### config.mk
export PLATFORM = sky130hd
export DESIGN_NAME = if_fetch_unit_flat
export DESIGN_NICKNAME = d
export VERILOG_FILES = /design/src/rtl/if_fetch_unit_pkg.sv /design/src/rtl/if_fetch_unit_if.sv /design/src/rtl/if_fetch_unit_fetch_fifo.sv /design/src/rtl/if_fetch_unit.sv /design/src/flat_wrapper.sv
export SDC_FILE = /design/constraint.sdc
export NUM_CORES = 1
export LEC_CHECK = 0
export ABC_AREA = 1
export CELL_PAD_IN_SITES_DETAIL_PLACEMENT = 1
export CELL_PAD_IN_SITES_GLOBAL_PLACEMENT = 2
export CORE_AREA = 5 5 183 255
export DETAILED_ROUTE_END_ITERATION = 10
export DIE_AREA = 0 0 188 260
export GPL_TIMING_DRIVEN = 1
export PLACE_DENSITY_LB_ADDON = 0.2
export SLEW_MARGIN = 20
export SYNTH_ARGS = -nofsm -noshare
export SYNTH_HDL_FRONTEND = slang
export SYNTH_HIERARCHICAL = 1
export SYNTH_SLANG_ARGS = --single-unit
export TNS_END_PERCENT = 10
### constraint.sdc
create_clock -name clk_i -period 3.3 [get_ports clk_i]
set_input_delay 0.495 -clock clk_i [delete_from_list [all_inputs] [get_ports clk_i]]
set_output_delay 0.495 -clock clk_i [all_outputs]
set_load 0.03 [all_outputs]
### src/rtl/if_fetch_unit_pkg.sv
// Shared RV32I fetch-stage types and constants: word width, canonical NOP,
// default reset PC and the {pc, instr} fetch queue entry.
package if_fetch_unit_pkg;

  localparam int XLEN = 32;

  typedef logic [XLEN-1:0] word_t;

  localparam word_t NOP_INSTR        = 32'h0000_0013;
  localparam word_t RESET_PC_DEFAULT = 32'h0000_0000;

  typedef struct packed {
    word_t pc;
    word_t instr;
  } fetch_entry_t;

  function automatic word_t next_pc(input word_t pc);
    return pc + 32'd4;
  endfunction

endpackage

### src/rtl/if_fetch_unit_if.sv
// Instruction memory request/response bus seen from the fetch unit.
interface if_fetch_unit_if;
  import if_fetch_unit_pkg::*;

  // Handshake: a request transfers on a cycle with imem_req && imem_gnt; while
  // imem_req is high without imem_gnt the address is held stable. Responses
  // (imem_rvalid) arrive in request order, at least one cycle after the grant,
  // and cannot be back-pressured by the fetch unit.
  logic  imem_req;
  word_t imem_addr;
  logic  imem_gnt;
  logic  imem_rvalid;
  word_t imem_rdata;

  modport master (
    output imem_req,
    output imem_addr,
    input  imem_gnt,
    input  imem_rvalid,
    input  imem_rdata
  );

  modport slave (
    input  imem_req,
    input  imem_addr,
    output imem_gnt,
    output imem_rvalid,
    output imem_rdata
  );

endinterface

### src/rtl/if_fetch_unit_fetch_fifo.sv
// Two-entry synchronous FIFO with flush and occupancy count; slot0 is always
// the head so the read side needs no pointer.
module fetch_fifo #(
    parameter int W = 64
) (
    input  logic         clk_i,
    input  logic         rst_ni,
    input  logic         flush_i,
    input  logic         push_i,
    input  logic [W-1:0] push_data_i,
    input  logic         pop_i,
    output logic [W-1:0] head_o,
    output logic [1:0]   count_o
);

    logic [W-1:0] slot0_q, slot0_d;
    logic [W-1:0] slot1_q, slot1_d;
    logic [1:0]   count_q, count_d;
    logic [1:0]   after_pop;
    logic         pop_ok;
    logic         push_ok;

    // A push into a full FIFO is accepted only when a pop frees a slot in the same cycle.
    assign pop_ok  = pop_i && (count_q != 2'd0);
    assign push_ok = push_i && ((count_q != 2'd2) || pop_ok);

    always_comb begin
        slot0_d   = slot0_q;
        slot1_d   = slot1_q;
        after_pop = count_q;
        if (pop_ok) begin
            slot0_d   = slot1_q;
            after_pop = count_q - 2'd1;
        end
        if (push_ok) begin
            if (after_pop == 2'd0) begin
                slot0_d = push_data_i;
            end else begin
                slot1_d = push_data_i;
            end
        end
        count_d = after_pop + {1'b0, push_ok};
        if (flush_i) begin
            count_d = 2'd0;
        end
    end

    always_ff @(posedge clk_i or negedge rst_ni) begin
        if (!rst_ni) begin
            slot0_q <= '0;
            slot1_q <= '0;
            count_q <= 2'd0;
        end else begin
            slot0_q <= slot0_d;
            slot1_q <= slot1_d;
            count_q <= count_d;
        end
    end

    assign head_o  = slot0_q;
    assign count_o = count_q;

endmodule

### src/rtl/if_fetch_unit.sv
// RV32I instruction fetch stage: PC register, credit-limited imem requests,
// pending-PC and fetch queues, stall hold and self-flushing redirect.
module if_fetch_unit
  import if_fetch_unit_pkg::*;
#(
    parameter word_t RESET_PC = RESET_PC_DEFAULT
) (
    input  logic                   clk_i,
    input  logic                   rst_ni,
    input  logic                   stall_if_i,
    input  logic                   take_b_j_i,
    input  word_t                  target_pc_i,
    if_fetch_unit_if.master        imem,
    output logic                   if_valid_o,
    output word_t                  if_pc_o,
    output word_t                  if_instr_o
);

    word_t        pc_q, pc_d;
    logic [1:0]   out_cnt_q, out_cnt_d;
    logic [1:0]   drop_cnt_q, drop_cnt_d;

    fetch_entry_t fq_head;
    fetch_entry_t fq_push_data;
    logic [1:0]   fq_count;
    logic [1:0]   fq_after_pop;
    word_t        pq_head;
    logic [1:0]   pq_count;

    logic         req;
    logic         grant;
    logic         rsp;
    logic         rsp_keep;
    logic         fq_pop;
    logic [2:0]   credit_used;
    logic         unused_tgt_lsbs;

    assign unused_tgt_lsbs = ^target_pc_i[1:0];

    assign if_valid_o = (fq_count != 2'd0) && !take_b_j_i;
    assign fq_pop     = if_valid_o && !stall_if_i;
    assign if_pc_o    = (fq_count != 2'd0) ? fq_head.pc : pc_q;
    assign if_instr_o = if_valid_o ? fq_head.instr : NOP_INSTR;

    // Credit counts the fetch queue after this cycle's pop, which is what lets
    // an unstalled pipe with 1-cycle memory issue a request every cycle.
    assign fq_after_pop = fq_count - {1'b0, fq_pop};
    assign credit_used  = {1'b0, out_cnt_q} + {1'b0, fq_after_pop};
    assign req          = rst_ni && !take_b_j_i && (credit_used < 3'd2);
    assign grant        = req && imem.imem_gnt;

    assign rsp      = imem.imem_rvalid && (pq_count != 2'd0);
    assign rsp_keep = rsp && (drop_cnt_q == 2'd0) && !take_b_j_i;

    assign imem.imem_req  = req;
    assign imem.imem_addr = pc_q;

    assign fq_push_data = {pq_head, imem.imem_rdata};

    always_comb begin
        pc_d       = pc_q;
        out_cnt_d  = out_cnt_q;
        drop_cnt_d = drop_cnt_q;

        if (take_b_j_i) begin
            pc_d = {target_pc_i[XLEN-1:2], 2'b00};
        end else if (grant) begin
            pc_d = next_pc(pc_q);
        end

        case ({grant, rsp})
            2'b10:   out_cnt_d = out_cnt_q + 2'd1;
            2'b01:   out_cnt_d = out_cnt_q - 2'd1;
            default: out_cnt_d = out_cnt_q;
        endcase

        // After a redirect every response still in flight belongs to the old path.
        if (take_b_j_i) begin
            drop_cnt_d = rsp ? (out_cnt_q - 2'd1) : out_cnt_q;
        end else if (rsp && (drop_cnt_q != 2'd0)) begin
            drop_cnt_d = drop_cnt_q - 2'd1;
        end
    end

    always_ff @(posedge clk_i or negedge rst_ni) begin
        if (!rst_ni) begin
            pc_q       <= RESET_PC;
            out_cnt_q  <= 2'd0;
            drop_cnt_q <= 2'd0;
        end else begin
            pc_q       <= pc_d;
            out_cnt_q  <= out_cnt_d;
            drop_cnt_q <= drop_cnt_d;
        end
    end

    fetch_fifo #(
        .W($bits(fetch_entry_t))
    ) u_fetch_q (
        .clk_i      (clk_i),
        .rst_ni     (rst_ni),
        .flush_i    (take_b_j_i),
        .push_i     (rsp_keep),
        .push_data_i(fq_push_data),
        .pop_i      (fq_pop),
        .head_o     (fq_head),
        .count_o    (fq_count)
    );

    // Pending-PC queue is never flushed: its entries track responses that will
    // still arrive, stale or not.
    fetch_fifo #(
        .W(XLEN)
    ) u_pend_q (
        .clk_i      (clk_i),
        .rst_ni     (rst_ni),
        .flush_i    (1'b0),
        .push_i     (grant),
        .push_data_i(pc_q),
        .pop_i      (rsp),
        .head_o     (pq_head),
        .count_o    (pq_count)
    );

endmodule

### src/flat_wrapper.sv
// flat-port wrapper written by rule: the top's interface ports become plain ports
module if_fetch_unit_flat import if_fetch_unit_pkg::*;
#(
    parameter word_t RESET_PC = RESET_PC_DEFAULT
)
  (clk_i, rst_ni, stall_if_i, take_b_j_i, target_pc_i, if_valid_o, if_pc_o, if_instr_o, imem_imem_req, imem_imem_addr, imem_imem_gnt, imem_imem_rvalid, imem_imem_rdata);
  if_fetch_unit_if imem_i ();
  input  logic clk_i;
  input  logic rst_ni;
  input  logic stall_if_i;
  input  logic take_b_j_i;
  input  word_t target_pc_i;
  output logic if_valid_o;
  output word_t if_pc_o;
  output word_t if_instr_o;
  output wire logic [$bits(imem_i.imem_req)-1:0] imem_imem_req;
  output wire logic [$bits(imem_i.imem_addr)-1:0] imem_imem_addr;
  input wire logic [$bits(imem_i.imem_gnt)-1:0] imem_imem_gnt;
  input wire logic [$bits(imem_i.imem_rvalid)-1:0] imem_imem_rvalid;
  input wire logic [$bits(imem_i.imem_rdata)-1:0] imem_imem_rdata;
  assign imem_imem_req = imem_i.imem_req;
  assign imem_imem_addr = imem_i.imem_addr;
  assign imem_i.imem_gnt = imem_imem_gnt;
  assign imem_i.imem_rvalid = imem_imem_rvalid;
  assign imem_i.imem_rdata = imem_imem_rdata;
  if_fetch_unit #(.RESET_PC(RESET_PC)) u_core (.clk_i(clk_i), .rst_ni(rst_ni), .stall_if_i(stall_if_i), .take_b_j_i(take_b_j_i), .target_pc_i(target_pc_i), .imem(imem_i), .if_valid_o(if_valid_o), .if_pc_o(if_pc_o), .if_instr_o(if_instr_o));
endmodule
==> impl_metrics.csv <==
group,metric,value,unit
sta,finalCriticalPeriod,3.25,ns
global_route,grt_pass1_vias,12546,
sta,finalSetupViolCount,0,
placement,dp_cells,2396,
setup_path,worstSetupPathType,"reg2out",
global_route,antenna_found_initial,1,
setup_path,r2r-start,"u_core/u_fetch_q/count_o[1]$_DFF_PN0_",
floorplanning,core,43900,um^2
sta,max_freq,0.308,GHz
cts,clkSinkCount,230,
synthesis,synth_top_cell_area_share,0.457,
placement,globalplace.congestion,0.758,
floorplanning,die_w,188,um
synthesis,synth.area.top_cells,"dfrtp_1, nand2_1, nand3_1",
finish,area_delta_synth_final,24.9,%
sta,worstMarginPinSlew,0.916,ns
cts,clockBufferDepth,3,
routing,first_iter_violations,541,
cts,cts_tree,"done",
global_route,grt_pass1_wl,72.3,mm
setup_path,cp.required,2.80,ns
synthesis,synth.most_common_cell,"nand2_1",
status,status,"completed",
global_route,gr-total-overflow,0,
synthesis,muxShareOfSynthArea,0.00358,
synthesis,synth-seq-cells,230,
finish,instances_no_fill,2442,
setup_path,worstPathArrival,2.75,ns
synthesis,yosysWarnings,6,
synthesis,synth_area,12600,um^2
routing,dr_wl_met2,22.5,mm
setup_path,worstPathCellList,"nor2_4 -> nor2_4 -> inv_2 -> nor2_4 -> ha_4 -> or2_4 -> fa_1 -> nand2_4 -> nor2_8 -> buf_6 -> buf_6",
routing,routed.top_layer,"met4",
synthesis,synth_flop_cell,"dfrtp_1",
setup_path,reg2reg_slack,0.24,ns
synthesis,async_flop_share,1.00,
synthesis,synth-xor-area-share,0.00557,
synthesis,synth.distinct_cells,37,
min_path,worstHoldPathType,"in2async",
floorplanning,rows,91,
synthesis,yosysTopAreaCell,"dfrtp_1",
routing,drt_wl_total,45.3,mm
synthesis,ys_seq_area_frac,0.457,
cts,cts_buffers,26,
global_route,gr-usage-all-layers,0.184,
cts,cts.clk_slew.worst_paths,0.06,ns
cts,h-tree-depth,1,
floorplanning,io_pins,168,
routing,dr_wl_met3,1.26,mm
routing,vias_per_cell,4.88,
pwr,ir_drop,0.000368,V
sta,rsz0062_at_grt,"true",
setup_path,crit_buf_inv,3,
pwr,power.density,588,nW/um^2
setup_path,reg2regPathDepth,16,
setup_path,crit_path_end_kind,"primary output",
synthesis,synth_common_cells,"nand2_1, nand3_1, dfrtp_1",
setup_path,cp.depth,11,
setup_path,start_kind,"register",
routing,wl_per_cell,18.5,um
setup_path,critPathMaxFanout,2,
sta,max-slew-margin-rel,0.389,
run,cap_violations,0,
placement,placed_cell_area,14900,um^2
sta,drv_slew,0,
cts,clock_latency,0.55,ns
routing,wl_met1,20.3,mm
synthesis,synthesis.instances,1743,
synthesis,synth_top_family_by_area,"simple AND/OR/NAND/NOR gates",
finish,antenna_cells,0,
setup_path,cp-endpoint,"imem_imem_req",
finish,fin_area,15700,um^2
floorplanning,die_area,48900,um^2
setup_path,cp_top_family,"adder cells",
synthesis,synth_area_per_cell,7.22,um^2
sta,fin_crit_sh,0.984,
setup_path,cp-startpoint,"u_core/u_fetch_q/count_o[1]$_DFF_PN0_",
floorplanning,die_y,260,um
routing,antenna_left,0,
synthesis,synthAdderAreaFrac,0.0115,
sta,skew,0.0134,ns
finish,drive_gt1_frac,0.0711,
placement,portBuffers,163,
setup_path,rr_endpoint,"u_core/u_pend_q/head_o[18]$_DFF_PN0_",
pwr,p_leak,8.02,nW
synthesis,synth_edf_count,0,
routing,first_pass_iters,4,
setup_path,cp_slowest_cell,"fa_1",
sta,hold_viol_final,0,
routing,vias,11907,
floorplanning,start_util,0.286,
synthesis,synth-compound-area-share,0.0292,
routing,drcViolationCount,0,
cts,cts-root-buf,"clkbuf_16",
setup_path,path_common_cell,"nor2_4",
placement,dp_hpwl,30.2,mm
global_route,grt_start_max_net_pins,149,
setup_path,cpPeakStageDelay,0.52,ns
finish,nNetsFinal,1949,
synthesis,synth-simple-area-share,0.413,
## final cells by class
cell class                      instances  area, um^2
Fill cell                            5388       28200
Multi-Input combinational cell       1297        5920
Sequential cell                       230        5760
Timing Repair Buffer                  209        2140
Clock buffer                           38         767
Tap cell                              558         698
Inverter                              104         403
Clock inverter                          6        30.0
## report_power, final
| group | switching (W) | total, W | internal [W] |
|---|---|---|---|
| clock network | 0.00124 | 0.00283 | 0.00159 |
| logic | 0.00142 | 0.00233 | 0.000900 |
| registers | 0.000577 | 0.00408 | 0.00350 |
| total | 0.00324 | 0.00924 | 0.00600 |
## routing by layer
metal  up-vias  global-route usage
met4         0              0.0522
met1      5814               0.236
met2       194               0.329
met3        52              0.0173
met5         -                   0
li1       5847                   -
## worst register-to-register path, stage by stage (launching register included)
cell and delay [ns]:
dfrtp_1 0.41, nor2_4 0.20, nor2_4 0.06, inv_2 0.07, nor2_4 0.05, ha_4 0.23
or2_4 0.23, fa_1 0.52, nand2_4 0.08, nor2_8 0.13, nand2_8 0.07, inv_8 0.05
a21boi_4 0.30, nand3_1 0.18, buf_12 0.22, nand2_1 0.10, nand2_1 0.05
## metrics by stage
| step | total power [W] | setup TNS [ns] | hold WS [ns] | setup slack [ns] | util |
|---|---|---|---|---|---|
| final | 0.00924 | 0 | 0.421 | 0.0513 | 0.358 |
| after global routing | 0.00986 | -0.0559 | 0.467 | -0.0491 | 0.358 |
| after CTS | 0.00939 | 0 | 0.424 | 0.00661 | 0.358 |
| after global placement | 0.00639 | -12.09 | 0.409 | -0.235 | 0.338 |
| after detailed placement | 0.00649 | -13.39 | 0.418 | -0.271 | 0.338 |
| after floorplan | 0.00549 | -15.44 | 0.199 | -0.392 | - |
## kinds of logic after synthesis
group | after synthesis
AND/OR/NAND/NOR | 1201
flip-flops | 230
adder cells (fa/ha/maj) | 11
buffers and inverters | 223
XOR/XNOR | 8
other | 1
AO/OA/AOI/OAI | 65
multiplexers | 4
## timing repair
action	in CTS	in global routing
endpoints found under the setup margin	27	3
endpoints found under the hold margin	39	0
buffers inserted	1	0
hold buffers	1	0
gates cloned	0	0
resized for setup	7	0
pin swaps	4	0
## placed cells by master, fill, tap and decap left out, drive strengths merged
master,n
a21boi,2
a21oi,31
and2,1
buf,48
clkbuf,38
clkdlybuf4s50,160
clkinv,6
conb,8
dfrtp,230
dlygate4sd3,1
fa,1
ha,10
inv,104
mux2,4
nand2,739
nand3,248
nand4,97
nor2,107
nor3,4
o211ai,4
o21ai,26
o21bai,2
or2,5
xnor2,5
xor2,3
## registers in the layout (all words and copies together) (netlist names)
| register | flops |
|---|---|
| u_core/u_fetch_q/head_o | 64 |
| u_core/u_fetch_q/slot1_q | 64 |
| u_core/u_pend_q/head_o | 32 |
| u_core/u_pend_q/slot1_q | 32 |
| u_core/imem.imem_addr | 30 |
| u_core/drop_cnt_q | 2 |
| u_core/out_cnt_q | 2 |
| u_core/u_fetch_q/count_o | 2 |
| u_core/u_pend_q/count_o | 2 |
## how the worst min path moves through the flow
stage	startpoint	to	slack (ns)	cells after the start
6_report	rst_ni	u_core/imem.imem_addr[4]$_DFFE_PN0P_	0.42	2
5_1_grt	rst_ni	u_core/u_pend_q/slot1_q[5]$_DFFE_PN0P_	0.47	2
4_1_cts	rst_ni	u_core/imem.imem_addr[3]$_DFFE_PN0P_	0.42	2
3_5_place_dp	rst_ni	u_core/imem.imem_addr[3]$_DFFE_PN0P_	0.42	1
3_3_place_gp	rst_ni	u_core/imem.imem_addr[3]$_DFFE_PN0P_	0.41	1
2_1_floorplan	rst_ni	u_core/drop_cnt_q[0]$_DFFE_PN0P_	0.20	0
No activity file was read; power rests on OpenSTA's default activity.
